`src/rtl/spi_master.sv`:
```
// spi_master: mode-0 SPI initiator. Generates sclk and cs_n, shifts txData out
// MSB-first on mosi and assembles the returned word from miso.
//
// Control handshake: start is a request that is taken on any rising clk edge
// where busy==0 (the done cycle included); busy then stays high until the
// edge that raises done for exactly one cycle, at which point rxData holds the
// received word. start seen while busy==1 is dropped, never queued.
//
// Every output is a flop. The FSM state is kept in the signal 'state' so
// checkers can bind to it directly.
module spi_master #(
   parameter int WIDTH   = 8,
   parameter int CLK_DIV = 4
) (
   input  logic             clk,
   input  logic             rst_n,
   input  logic             start,
   input  logic [WIDTH-1:0] txData,
   input  logic             miso,
   output logic [WIDTH-1:0] rxData,
   output logic             busy,
   output logic             done,
   output logic             sclk,
   output logic             cs_n,
   output logic             mosi
);

   localparam int CW = (CLK_DIV > 1) ? $clog2(CLK_DIV) : 1;
   localparam int BW = (WIDTH > 1) ? $clog2(WIDTH) : 1;
   localparam logic [CW-1:0] HALF_LAST = CW'(CLK_DIV - 1);
   localparam logic [BW-1:0] BIT_LAST  = BW'(WIDTH - 1);

   typedef enum logic [2:0] {
      IDLE   = 3'd0,
      SETUP  = 3'd1,
      HIGH   = 3'd2,
      LOW    = 3'd3,
      FINISH = 3'd4
   } state_t;

   state_t state;
   state_t state_next;

   logic [CW-1:0]    half_cnt;
   logic [BW-1:0]    bit_cnt;
   logic [WIDTH-1:0] tx_shift;
   logic [WIDTH-1:0] tx_next;
   logic [WIDTH-1:0] rx_shift;
   logic             half_done;

   // One-cycle strobes telling the datapath which event happens on this edge.
   logic do_accept;
   logic do_rise;
   logic do_fall;
   logic do_shift;
   logic do_finish;

   assign half_done = (half_cnt == HALF_LAST);
   assign tx_next   = tx_shift << 1;

   // Next-state decode and event strobes; each non-idle state lasts one half-period.
   always_comb begin
      state_next = state;
      do_accept  = 1'b0;
      do_rise    = 1'b0;
      do_fall    = 1'b0;
      do_shift   = 1'b0;
      do_finish  = 1'b0;
      case (state)
         IDLE: begin
            if (start) begin
               do_accept  = 1'b1;
               state_next = SETUP;
            end
         end
         SETUP: begin
            if (half_done) begin
               do_rise    = 1'b1;
               state_next = HIGH;
            end
         end
         HIGH: begin
            if (half_done) begin
               do_fall = 1'b1;
               if (bit_cnt != BIT_LAST) begin
                  do_shift   = 1'b1;
                  state_next = LOW;
               end else begin
                  state_next = FINISH;
               end
            end
         end
         LOW: begin
            if (half_done) begin
               do_rise    = 1'b1;
               state_next = HIGH;
            end
         end
         FINISH: begin
            if (half_done) begin
               do_finish  = 1'b1;
               state_next = IDLE;
            end
         end
         default: state_next = IDLE;
      endcase
   end

   // State register.
   always_ff @(posedge clk or negedge rst_n) begin
      if (!rst_n) state <= IDLE;
      else        state <= state_next;
   end

   // Half-period counter: held at zero in IDLE so every phase starts fresh.
   always_ff @(posedge clk or negedge rst_n) begin
      if (!rst_n)                         half_cnt <= '0;
      else if (state == IDLE || half_done) half_cnt <= '0;
      else                                half_cnt <= half_cnt + CW'(1);
   end

   // Bit counter: number of falling sclk edges that advanced mosi so far.
   always_ff @(posedge clk or negedge rst_n) begin
      if (!rst_n)         bit_cnt <= '0;
      else if (do_accept) bit_cnt <= '0;
      else if (do_shift)  bit_cnt <= bit_cnt + BW'(1);
   end

   // Transmit path: mosi changes only at accept and on falling sclk, so it is
   // stable for a full half-period before each rising edge.
   always_ff @(posedge clk or negedge rst_n) begin
      if (!rst_n) begin
         tx_shift <= '0;
         mosi     <= 1'b0;
      end else if (do_accept) begin
         tx_shift <= txData;
         mosi     <= txData[WIDTH-1];
      end else if (do_shift) begin
         tx_shift <= tx_next;
         mosi     <= tx_next[WIDTH-1];
      end else if (do_finish) begin
         mosi     <= 1'b0;
      end
   end

   // Receive path: sample miso together with each rising sclk, shifting left
   // so the first sampled bit lands in the MSB.
   always_ff @(posedge clk or negedge rst_n) begin
      if (!rst_n)         rx_shift <= '0;
      else if (do_accept) rx_shift <= '0;
      else if (do_rise)   rx_shift <= (rx_shift << 1) | WIDTH'(miso);
   end

   // Pin and handshake outputs.
   always_ff @(posedge clk or negedge rst_n) begin
      if (!rst_n) begin
         sclk   <= 1'b0;
         cs_n   <= 1'b1;
         busy   <= 1'b0;
         done   <= 1'b0;
         rxData <= '0;
      end else begin
         done <= do_finish;
         if (do_rise)      sclk <= 1'b1;
         else if (do_fall) sclk <= 1'b0;
         if (do_accept) begin
            cs_n <= 1'b0;
            busy <= 1'b1;
         end else if (do_finish) begin
            cs_n   <= 1'b1;
            busy   <= 1'b0;
            rxData <= rx_shift;
         end
      end
   end

endmodule

```
`config.mk`:
```
export PLATFORM = sky130hd
export DESIGN_NAME = spi_master
export DESIGN_NICKNAME = d
export VERILOG_FILES = /design/src/rtl/spi_master.sv
export SDC_FILE = /design/constraint.sdc
export NUM_CORES = 1
export LEC_CHECK = 0
export CAP_MARGIN = 25
export CORE_ASPECT_RATIO = 1.1
export CORE_MARGIN = 2
export CORE_UTILIZATION = 50
export CTS_CLUSTER_DIAMETER = 50
export CTS_CLUSTER_SIZE = 28
export DETAILED_ROUTE_END_ITERATION = 10
export PLACE_DENSITY = 0.86
export SLEW_MARGIN = 15
export SYNTH_ARGS = -nofsm -noshare
export SYNTH_HDL_FRONTEND = slang
export SYNTH_SLANG_ARGS = --single-unit
```
`constraint.sdc`:
```
create_clock -name clk -period 3.9 [get_ports clk]
set_input_delay 0.39 -clock clk [delete_from_list [all_inputs] [get_ports clk]]
set_output_delay 0.39 -clock clk [all_outputs]
set_load 0.02 [all_outputs]
```
Word level (Yosys, flattened, before mapping)
Cells that the tools add are included.
- equal/unequal tests: 10
- multiplexer cells: 30
- add/sub/neg operators: 2
- divide/modulo/power cells: 0
- shift-type cells: 0
- reductions and logical operators: 10
- multipliers: 0
- bitwise gates (word level): 2
- order comparisons: 0
- operators by type and width (kind ; number):
    $mux 3 ; 7
    $mux 1 ; 17
    $mux 8 ; 2
    $mux 7 ; 2
    $pmux 3 s4 ; 1
    $or 8x1->8 ; 1
    $reduce_bool 2->1 ; 4
    $eq 3x2->1 const B ; 2
    $ne 2x2->1 const B ; 3
    $reduce_and 4->1 ; 1
    $add 3x1->3 const B ; 1
    $eq 3x1->1 const B ; 1
    $eq 3x3->1 const B ; 1
    $logic_not 3->1 ; 1
    $ne 3x3->1 const B ; 1
    $reduce_bool 3->1 ; 1
    $add 2x1->2 const B ; 1
    $eq 2x2->1 const B ; 1
    $mux 2 ; 1
    $ne 2x1->1 const B ; 1
    $reduce_and 2->1 ; 1
    $reduce_or 2->1 ; 1
    $logic_or 1x1->1 ; 1
    $not 1->1 ; 1
- register bits: 36
- memories kept: 0
- latch bits: 0
- input port bits: 12
- RAM bits: 0
- logic and storage cells: 65
- ROM bits: 0
- output and inout bits: 13

Longest topological paths before layout
Gate-level depths: netlist of run 1.
- depth in word-level cells: 6
- depth in mapped cells: 7

Worst setup path after synthesis of run 1
No wires, ideal clock.
- kind: reg-to-reg
- start: register bit_cnt[0]
- end: register tx_shift[1]
- arrival time: 1.682 ns
- stages on the path, launching flop included: 8
- period minus slack after synthesis: 1.810 ns
- buffers on the path: 2
- setup time: 0.128 ns
- setup slack: 2.090 ns
- path through: dfrtp_1 ha_1 ha_1 and3b_1 buf_2 o21a_1 buf_2 mux2_1
- cells in the longest elaborated chain, start to end: 5
- RTL lines (item ; RTL line ; text):
    start, declared ; 45 ; logic [BW-1:0] bit_cnt;
    start signal, assigned ; 126 ; else if (do_shift) bit_cnt <= bit_cnt + BW'(1);
    $ne 3x3->1 ; 85 ; if (bit_cnt != BIT_LAST) begin
    $mux 1 ; 85 ;
    $mux 1 ; 83 ; if (half_done) begin
    $mux 1 ; 69 ; case (state)
    $reduce_bool 2->1 (no source line) ; - ;
    end signal, assigned ; 136 ; tx_shift <= txData;
    end signal, assigned ; 139 ; tx_shift <= tx_next;
    end, declared ; 46 ; logic [WIDTH-1:0] tx_shift;
Every way passes these cells.
A chain may end at the register's enable or synchronous reset.

Final worst setup path of run 1
- start: register state[2]
- end: register tx_shift[2]
- cells in the longest elaborated chain, start to end: 3
- RTL lines (item ; RTL line ; text):
    start, declared ; 41 ; state_t state;
    start signal, assigned ; 112 ; else state <= state_next;
    $eq 3x2->1 or $logic_not 3->1 (tied branches) ; 69 ;
    $mux 1 ; 69 ;
    $reduce_bool 2->1 (no source line) or $mux 7 (tied branches) ; - ;
Parallel ways exist; a longest one is shown, timed or not.

==> flow_metrics.tcl, run 1 <==
set metrics [dict create \
    placement_rows 21 \
    ys_seq_area_share_pct 57.7 \
    remaining_drc_errors 0 \
    dr_total_vias 978 \
    vias_per_cell 5.49 \
    startpoint_type "register" \
    multiInputGateArea_um2 606 \
    final_layout_size_suffix_gt1_share_pct 17.4 \
    grt_max_degree 37 \
    worstSetupPathType "register to register" \
    yosys_warnings 0 \
    slew_headroom_pct 37.2 \
    synth_commonest_cells "dfrtp_1 (35), mux2_2 (14), nor2_1 (11)" \
    clk_latency_ns 0.34 \
    r2r_start "state[2]$_DFFE_PN0P_" \
    utilization_pct 61.7 \
    dieArea_um2 3590 \
    cp_cell_sequence "nor4b_4, mux2_2, mux2_1" \
    drv_slew 0 \
    port_buffers 24 \
    crit_family "simple AND/OR/NAND/NOR gates" \
    grt_pass1_vias 1033 \
    fill_cells 234 \
    end_kind "register" \
    antenna_found_initial 0 \
    synthCells 120 \
    ys_async_sr_fraction_pct 100 \
    cts_tree "yes" \
    tightest_slew_ns 0.938 \
    synth.most_common_cell "dfrtp_1" \
    setup_tns_ns 0 \
    track_usage_pct 16.9 \
    fin_crit_ns 2.21 \
    startpoint "state[2]$_DFFE_PN0P_" \
    postCtsHoldBufs 0 \
    clock_path_buffers 2 \
    worst-path-max-fanout 18 \
    totalWireLength_um 2530 \
    synth_edf_count 0 \
    drv_cap 0 \
    status "completed" \
    die_y_um 62.6 \
    first_pass_iters 5 \
    core-area_um2 3020 \
    root_buffer "clkbuf_4" \
    rrSetupSlack_ns 1.69 \
    fin_skew_ns 0.00699 \
    die_width_um 57.3 \
    cts_resized 0 \
    powerDensity_nw_per_um2 595 \
    synth_top_area_cell "dfrtp_1" \
    ir_worst_vdd_v 0.000383 \
    synth_fp_nets 135 \
    postRouteAntennaNets 0 \
    path_buf_inv 0 \
    grt_pass1_wl_um 4510 \
    regArea_um2 902 \
    required_ns 4.12 \
    hold_viol 0 \
    yosys-top-cells-area "dfrtp_1 (56%), mux2_2 (10%), mux2i_1 (5.1%)" \
    fin_nets 158 \
    drt_iter0_drc 53 \
    antenna_cells 0 \
    htree_levels 2 \
    ios 25 \
    cts_sinks 36 \
    fmaxAchievable_ghz 0.452 \
    wl_per_cell_um 14.2 \
    setup_viol_count_final 0 \
    p_leak_nw 0.897 \
    yosysTopAreaCellShare_pct 56.0 \
    synth_seq_cells 36 \
    syn2layout_area_growth_pct 19.3 \
    arrival_ns 2.44 \
    rsz0062_at_grt "false" \
    path_clk_slew_ns 0.10 \
    cts_made_buffers 5 \
    start_util_pct 51.7 \
    syn_area_um2 1560 \
    cts_setup_buffers 0 \
    postSynthAreaPerCell_um2 13.0 \
    dp_hpwl_um 1780 \
    min_path_type "input port to asynchronous set/reset pin" \
    synth_cell_types 29 \
    yosys_most_used_dff "dfrtp_1" \
    crit_path_max_incr_delay_ns 0.88 \
    gp_congestion 0.786 \
    crit_path_top_delay_cell "nor4b_4" \
    fin_crit_sh_pct 56.8 \
    grt-ovfl-total 0 \
]
worst paths after layout:
| path | depth (start not counted) | to |
|---|---|---|
| setup / recovery | 3 | tx_shift[2]$_DFFE_PN0P_ |
| hold / removal | 2 | state[1]$_DFFE_PN0P_ |
| setup reg to reg | 3 | tx_shift[2]$_DFFE_PN0P_ |
| hold reg to reg | 1 | half_cnt[0]$_DFF_PN0_ |
| max in group asynchronous | 2 | cs_n$_DFFE_PN1P_ |
| min in group clk | 1 | half_cnt[0]$_DFF_PN0_ |
routing by layer:
metal	global-route usage [%]	up-vias	wire length, um
li1	-	466	-
met1	18.9	478	1080
met2	27.4	25	1240
met3	4.97	9	101
met4	11.3	0	102
met5	0	-	0
stage by stage:
stage | setup slack, ns | instance area [um^2] | power, mW | hold WS, ns | std cells
after CTS | 1.66 | 1860 | 1.12 | 0.454 | 178
final | 1.69 | 1860 | 1.11 | 0.454 | 178
after global routing | 1.55 | 1860 | 1.19 | 0.474 | 178
after global placement | 1.45 | 1810 | 0.888 | 0.429 | 170
after detailed placement | 1.38 | 1810 | 0.920 | 0.456 | 170
after floorplan | 2.09 | 1560 | 0.827 | 0.0944 | 120
kinds of logic (layout without fill, tap and decap cells):
group / after synthesis / after routing / share of synthesized area, %
mux: 28 / 28 / 19.5
compound gates: 14 / 14 / 6.01
simple gates: 28 / 28 / 10.8
buf+inv: 11 / 35 / 3.52
fa+ha+maj: 3 / 3 / 2.40
flops: 36 / 36 / 57.7
final cells by class:
| class | instances | area share [%] |
|---|---|---|
| flip-flops and latches | 36 | 48.4 |
| multi-input cells | 73 | 32.5 |
| well taps | 34 | 2.28 |
| inverters | 2 | 0.403 |
| clock buffers | 8 | 3.15 |
| repair buffers | 25 | 13.3 |
power by group:
| part | internal, mW | switching, mW | leakage [nW] |
|---|---|---|---|
| logic | 0.171 | 0.162 | 0.405 |
| registers | 0.486 | 0.0867 | 0.459 |
| clock network | 0.0889 | 0.115 | 0.0326 |
registers in the layout, summed over array words and instances, names as in the netlist, 2 cells and up:
signal / cells
rxData: 8
rx_shift: 8
tx_shift: 7
bit_cnt: 3
state: 3
half_cnt: 2
placed cells by master (no fill, tap or decap):
master	n
o21a_1	1
nor3b_1	1
nand3b_1	2
a211oi_1	1
a21oi_1	3
nor4b_4	1
ha_1	3
a22oi_1	1
mux2i_1	8
nor2b_1	1
and3b_1	1
mux2_2	14
dfrtp_1	35
clkbuf_1	2
nand2_1	4
a32o_1	2
nand2b_1	1
o21ai_0	4
a32oi_1	1
a21o_1	1
buf_4	1
and4bb_2	1
nor3_1	3
clkbuf_4	5
nor2_1	11
inv_1	2
or3b_2	1
nand4b_1	1
clkdlybuf4s50_1	24
dfstp_2	1
clkbuf_8	1
mux2_1	6
Note: power is estimated with default switching activity, not from simulation.
==> run 2: changes to the inputs <==
==> constraint.sdc (replaced) <==
create_clock -name clk -period 2.2 [get_ports clk]
set_input_delay 0.22 -clock clk [delete_from_list [all_inputs] [get_ports clk]]
set_output_delay 0.22 -clock clk [all_outputs]
set_load 0.02 [all_outputs]
==> flow_metrics.tcl, run 2 (synthesized netlist as in run 1, its figures left out) <==
set metrics [dict create \
    gp_congestion 0.783 \
    port_buffers 24 \
    start_util_pct 51.7 \
    die_width_um 57.3 \
    layout_common_cells "dfrtp_1 (35), clkdlybuf4s50_1 (24), mux2_2 (14), nor2_1 (11), mux2i_1 (8)" \
    cp_cell_sequence "ha_1, ha_1, and3b_1, o21a_1, mux2_1" \
    path_clk_slew_ns 0.11 \
    drv_slew 0 \
    vias_per_cell 5.57 \
    cts_tree "yes" \
    fill_cells 235 \
    crit_top_cell "ha_1" \
    status "completed" \
    rsz0062_at_grt "false" \
    p_sw_mw 0.674 \
    slew_headroom_pct 62.6 \
    ir_worst_vdd_v 0.000738 \
    first_pass_iters 4 \
    drv_cap 0 \
    drt_iter0_drc 27 \
    dr_total_vias 1002 \
    wl_per_cell_um 15.1 \
    syn2layout_area_growth_pct 20.5 \
    antenna_cells 0 \
    setup_viol_count_final 0 \
    dp_hpwl_um 1900 \
    fin_nets 160 \
    htree_levels 2 \
    remaining_drc_errors 0 \
    clock_power_share_pct 18.4 \
    end_kind "register" \
    placement_rows 21 \
    layout.cells.non_filler 180 \
    antenna_found_initial 0 \
    r2r_start "bit_cnt[0]$_DFFE_PN0P_" \
    grt_pass1_wl_um 4930 \
    grt-ovfl-total 0 \
    track_usage_pct 18.4 \
    regArea_um2 902 \
    p_leak_nw 0.906 \
    grt_max_degree 37 \
    cts_resized 0 \
    cts_made_buffers 5 \
    postRouteAntennaNets 0 \
    worstSetupPathType "register to register" \
    min_path_type "input port to asynchronous set/reset pin" \
    ios 25 \
    root_buffer "clkbuf_4" \
    largest_registers "rxData: 8 flops, rx_shift: 8 flops, tx_shift: 7 flops" \
    startpoint "bit_cnt[0]$_DFFE_PN0P_" \
    cts_sinks 36 \
    path_buf_inv 0 \
    clk_latency_ns 0.35 \
    grt_pass1_vias 1095 \
    setup_tns_ns 0 \
    mostFrequentLayoutCell "dfrtp_1" \
    startpoint_type "register" \
    multiInputGateArea_um2 606 \
    fin_crit_ns 1.93 \
    holdWs_ns 0.264 \
    die_y_um 62.6 \
    fin_skew_ns 0.00995 \
    crit_path_top_delay_cell "dfrtp_1" \
    cts_setup_buffers 0 \
    fin_crit_sh_pct 87.6 \
    clock_path_buffers 2 \
    required_ns 2.42 \
    dieArea_um2 3590 \
    postCtsHoldBufs 0 \
    crit_family "flip-flops" \
    arrival_ns 2.15 \
    core-area_um2 3020 \
    tightest_slew_ns 0.560 \
    place_inst 172 \
    hold_viol 0 \
    totalWireLength_um 2720 \
    final_layout_size_suffix_gt1_share_pct 19.2 \
    fmaxAchievable_ghz 0.519 \
    p_int_mw 1.34 \
    powerDensity_nw_per_um2 1070 \
    pwr-share-seq_pct 50.7 \
    crit_path_max_incr_delay_ns 0.42 \
    comb_power_share_pct 30.9 \
    switching_share_pct 33.5 \
    worst-path-max-fanout 9 \
]
## run 2: layout make-up
| cell class | count | share of cell area [%] |
|---|---|---|
| flip-flops and latches | 36 | 47.9 |
| multi-input cells | 73 | 32.2 |
| repair buffers | 27 | 14.0 |
| clock inverters | 1 | 0.399 |
| clock buffers | 7 | 2.92 |
| inverters | 2 | 0.399 |
| well taps | 34 | 2.26 |
## run 2: worst paths after layout
| kind | endpoint | slack [ns] | cells past startpoint |
|---|---|---|---|
| worst min register to register | half_cnt[0]$_DFF_PN0_ | 0.46 | 1 |
| max in group asynchronous | cs_n$_DFFE_PN1P_ | 1.58 | 2 |
| min in group clk | half_cnt[0]$_DFF_PN0_ | 0.46 | 1 |
| worst max-delay path | tx_shift[2]$_DFFE_PN0P_ | 0.27 | 5 |
| worst min-delay path | bit_cnt[2]$_DFFE_PN0P_ | 0.26 | 2 |
| worst max register to register | tx_shift[2]$_DFFE_PN0P_ | 0.27 | 5 |
## run 2: worst reg2reg max path, cell delays in order, from the launching register on
cell     delay, ns
dfrtp_1       0.42
ha_1          0.21
ha_1          0.22
and3b_1       0.24
o21a_1        0.35
mux2_1        0.37
## run 2: routing by layer
layer | vias to the layer above | routed length, um | track usage (%) | share of wire, %
met3 | 8 | 95 | 4.35 | 3.5
li1 | 470 | - | - | -
met4 | 0 | 78 | 10.5 | 2.9
met1 | 503 | 1150 | 21.5 | 42
met5 | - | 0 | 0 | 0
met2 | 21 | 1400 | 30.6 | 51
## run 2: power by group through the flow
stage / clock (mW) / combinational, mW / sequential [mW]
floorplan: 0 / 0.494 / 0.973
global placement: 0 / 0.579 / 1.01
detailed placement: 0 / 0.626 / 1.03
CTS: 0.382 / 0.632 / 1.02
global route: 0.414 / 0.707 / 1.05
finish: 0.370 / 0.621 / 1.02
## run 2: stage by stage
stage | utilization [%] | total power, mW | setup WS, ns | area, um^2
after global placement | 60.2 | 1.59 | 0.303 | 1820
after detailed placement | 60.2 | 1.66 | 0.244 | 1820
after floorplan | - | 1.47 | 0.390 | 1560
after global routing | 62.3 | 2.17 | 0.167 | 1880
final | 62.3 | 2.01 | 0.273 | 1880
after CTS | 62.3 | 2.03 | 0.263 | 1880
==> run 3: changes to the inputs <==
--- a/config.mk
+++ b/config.mk
@@ -5,14 +5,14 @@
 export SDC_FILE = /design/constraint.sdc
 export NUM_CORES = 1
 export LEC_CHECK = 0
+export ABC_CLOCK_PERIOD_IN_PS = 1750
 export CAP_MARGIN = 25
-export CORE_ASPECT_RATIO = 1.1
 export CORE_MARGIN = 2
-export CORE_UTILIZATION = 50
+export CORE_UTILIZATION = 47
 export CTS_CLUSTER_DIAMETER = 50
 export CTS_CLUSTER_SIZE = 28
 export DETAILED_ROUTE_END_ITERATION = 10
-export PLACE_DENSITY = 0.86
+export PLACE_DENSITY = 0.85
 export SLEW_MARGIN = 15
 export SYNTH_ARGS = -nofsm -noshare
 export SYNTH_HDL_FRONTEND = slang
==> constraint.sdc (replaced) <==
create_clock -name clk -period 1.75 [get_ports clk]
set_input_delay 0.175 -clock clk [delete_from_list [all_inputs] [get_ports clk]]
set_output_delay 0.175 -clock clk [all_outputs]
set_load 0.02 [all_outputs]
==> flow_metrics.tcl, run 3 (synthesized netlist as in run 1, its figures left out) <==
set metrics [dict create \
    layout_setup_ws_ns 0.0458 \
    drv_slew 0 \
    place_inst 193 \
    die_width_um 61.7 \
    tightest_slew_ns 0.443 \
    ios 25 \
    arrival_ns 1.93 \
    clk_latency_ns 0.34 \
    drv_cap 0 \
    grt_pass1_wl_um 4850 \
    p_sw_mw 0.938 \
    comb_power_share_pct 38.0 \
    fin_crit_ns 1.70 \
    rrSetupSlack_ns 0.05 \
    totalWireLength_um 3150 \
    ir_worst_vdd_v 0.000610 \
    vias_per_cell 5.22 \
    grt_pass1_vias 1127 \
    fin_total_pwr_mw 2.94 \
    dieArea_um2 3800 \
    fmaxAchievable_ghz 0.587 \
    hold_viol 0 \
    die_y_um 61.7 \
    place_ws_ns -0.0896 \
    port_buffers 24 \
    pwr-share-seq_pct 42.5 \
    dp_hpwl_um 2050 \
    min_path_type "input port to asynchronous set/reset pin" \
    layout.cells.non_filler 205 \
    path_clk_slew_ns 0.11 \
    antenna_cells 0 \
    wl_per_cell_um 15.4 \
    syn2layout_area_growth_pct 33.5 \
    antenna_found_initial 0 \
    r2r_start "bit_cnt[1]$_DFFE_PN0P_" \
    fin_nets 175 \
    status "completed" \
    fill_cells 247 \
    clock_power_share_pct 19.5 \
    start_util_pct 50.4 \
    drt_iter0_drc 29 \
    gp_congestion 0.794 \
    holdWs_ns 0.241 \
    regArea_um2 902 \
    cts_sinks 36 \
    cts_tree "yes" \
    grt-ovfl-total 0 \
    remaining_drc_errors 0 \
    setup_viol_count_final 0 \
    worst-path-max-fanout 5 \
    dr_total_vias 1070 \
    rsz0062_at_grt "true" \
    fin_skew_ns 0.00904 \
    postCtsHoldBufs 0 \
    first_pass_iters 4 \
    multiInputGateArea_um2 639 \
    root_buffer "clkbuf_4" \
    layout_common_cells "dfrtp_1 (35), clkdlybuf4s50_1 (24), buf_4 (16), mux2_2 (14), nor2_1 (11)" \
    slew_headroom_pct 70.5 \
    required_ns 1.97 \
    track_usage_pct 17.9 \
    core-area_um2 3100 \
    r2r-end "tx_shift[3]$_DFFE_PN0P_" \
    end_kind "register" \
    powerDensity_nw_per_um2 1410 \
    htree_levels 2 \
    p_leak_nw 1.00 \
    mostFrequentLayoutCell "dfrtp_1" \
    clock_path_buffers 2 \
    switching_share_pct 31.9 \
    grt_max_degree 37 \
    largest_registers "rxData: 8 flops, rx_shift: 8 flops, tx_shift: 7 flops" \
    worstSetupPathType "register to register" \
    utilization_pct 67.2 \
    postRouteAntennaNets 0 \
    final_layout_size_suffix_gt1_share_pct 31.1 \
    placement_rows 20 \
    cts_made_buffers 5 \
    startpoint_type "register" \
    fin_crit_sh_pct 97.4 \
    reg2reg_depth 6 \
    p_int_mw 2.01 \
]
-- run 3: metal layers --
metal / track usage [%] / share of wire [%] / vias up / wire length [um]
li1: - / - / 504 / -
met1: 19.7 / 44 / 540 / 1380
met2: 31.7 / 52 / 20 / 1650
met3: 5.04 / 2.3 / 6 / 71
met4: 8.21 / 1.7 / 0 / 52
met5: 0 / 0 / - / 0
-- run 3: worst max-delay path: stages, from the launching register on --
cell and delay, ns:
dfrtp_1 0.40, ha_2 0.20, ha_4 0.16, and3b_2 0.25, o21a_4 0.16, buf_12 0.12
mux2_1 0.31
-- run 3: power groups by stage --
stage / clock network, mW / registers [mW] / logic [mW]
2_1_floorplan: 0 / 1.22 / 0.649
3_3_place_gp: 0 / 1.24 / 0.889
3_5_place_dp: 0 / 1.26 / 0.944
4_1_cts: 0.582 / 1.25 / 0.992
5_1_grt: 0.620 / 1.28 / 1.22
6_report: 0.575 / 1.25 / 1.12
-- run 3: through the flow --
step                      setup TNS (ns)  area (um^2)
after floorplan                        0         1580
after global placement           -0.0915         1930
after detailed placement          -0.450         1930
after CTS                              0         2020
after global routing                   0         2090
final                                  0         2090
-- run 3: worst max-delay path by stage --
| stage | startpoint | cells after the start | slack, ns | end |
|---|---|---|---|---|
| after global placement | start | 5 | -0.02 | tx_shift[2]$_DFFE_PN0P_ |
| after global routing | bit_cnt[0]$_DFFE_PN0P_ | 6 | 0.008 | tx_shift[4]$_DFFE_PN0P_ |
| final | bit_cnt[1]$_DFFE_PN0P_ | 6 | 0.05 | tx_shift[3]$_DFFE_PN0P_ |
| after floorplan | bit_cnt[0]$_DFFE_PN0P_ | 7 | 0.003 | tx_shift[1]$_DFFE_PN0P_ |
| after CTS | bit_cnt[0]$_DFFE_PN0P_ | 6 | 0.01 | tx_shift[6]$_DFFE_PN0P_ |
| after detailed placement | start | 5 | -0.09 | tx_shift[5]$_DFFE_PN0P_ |
-- run 3: area by class of cell --
type	instances	area share (%)
Multi-Input combinational cell	73	30.7
Timing Repair Buffer	42	19.4
Inverter	2	0.360
Clock inverter	2	1.68
Tap cell	44	2.64
Sequential cell	36	43.3
Clock buffer	6	1.98
-- run 3: what timing repair did --
action	CTS	global route
setup endpoints to repair	6	16
pin swaps	1	2
gates resized for setup	3	6
gates cloned	0	1
buffers inserted	1	2
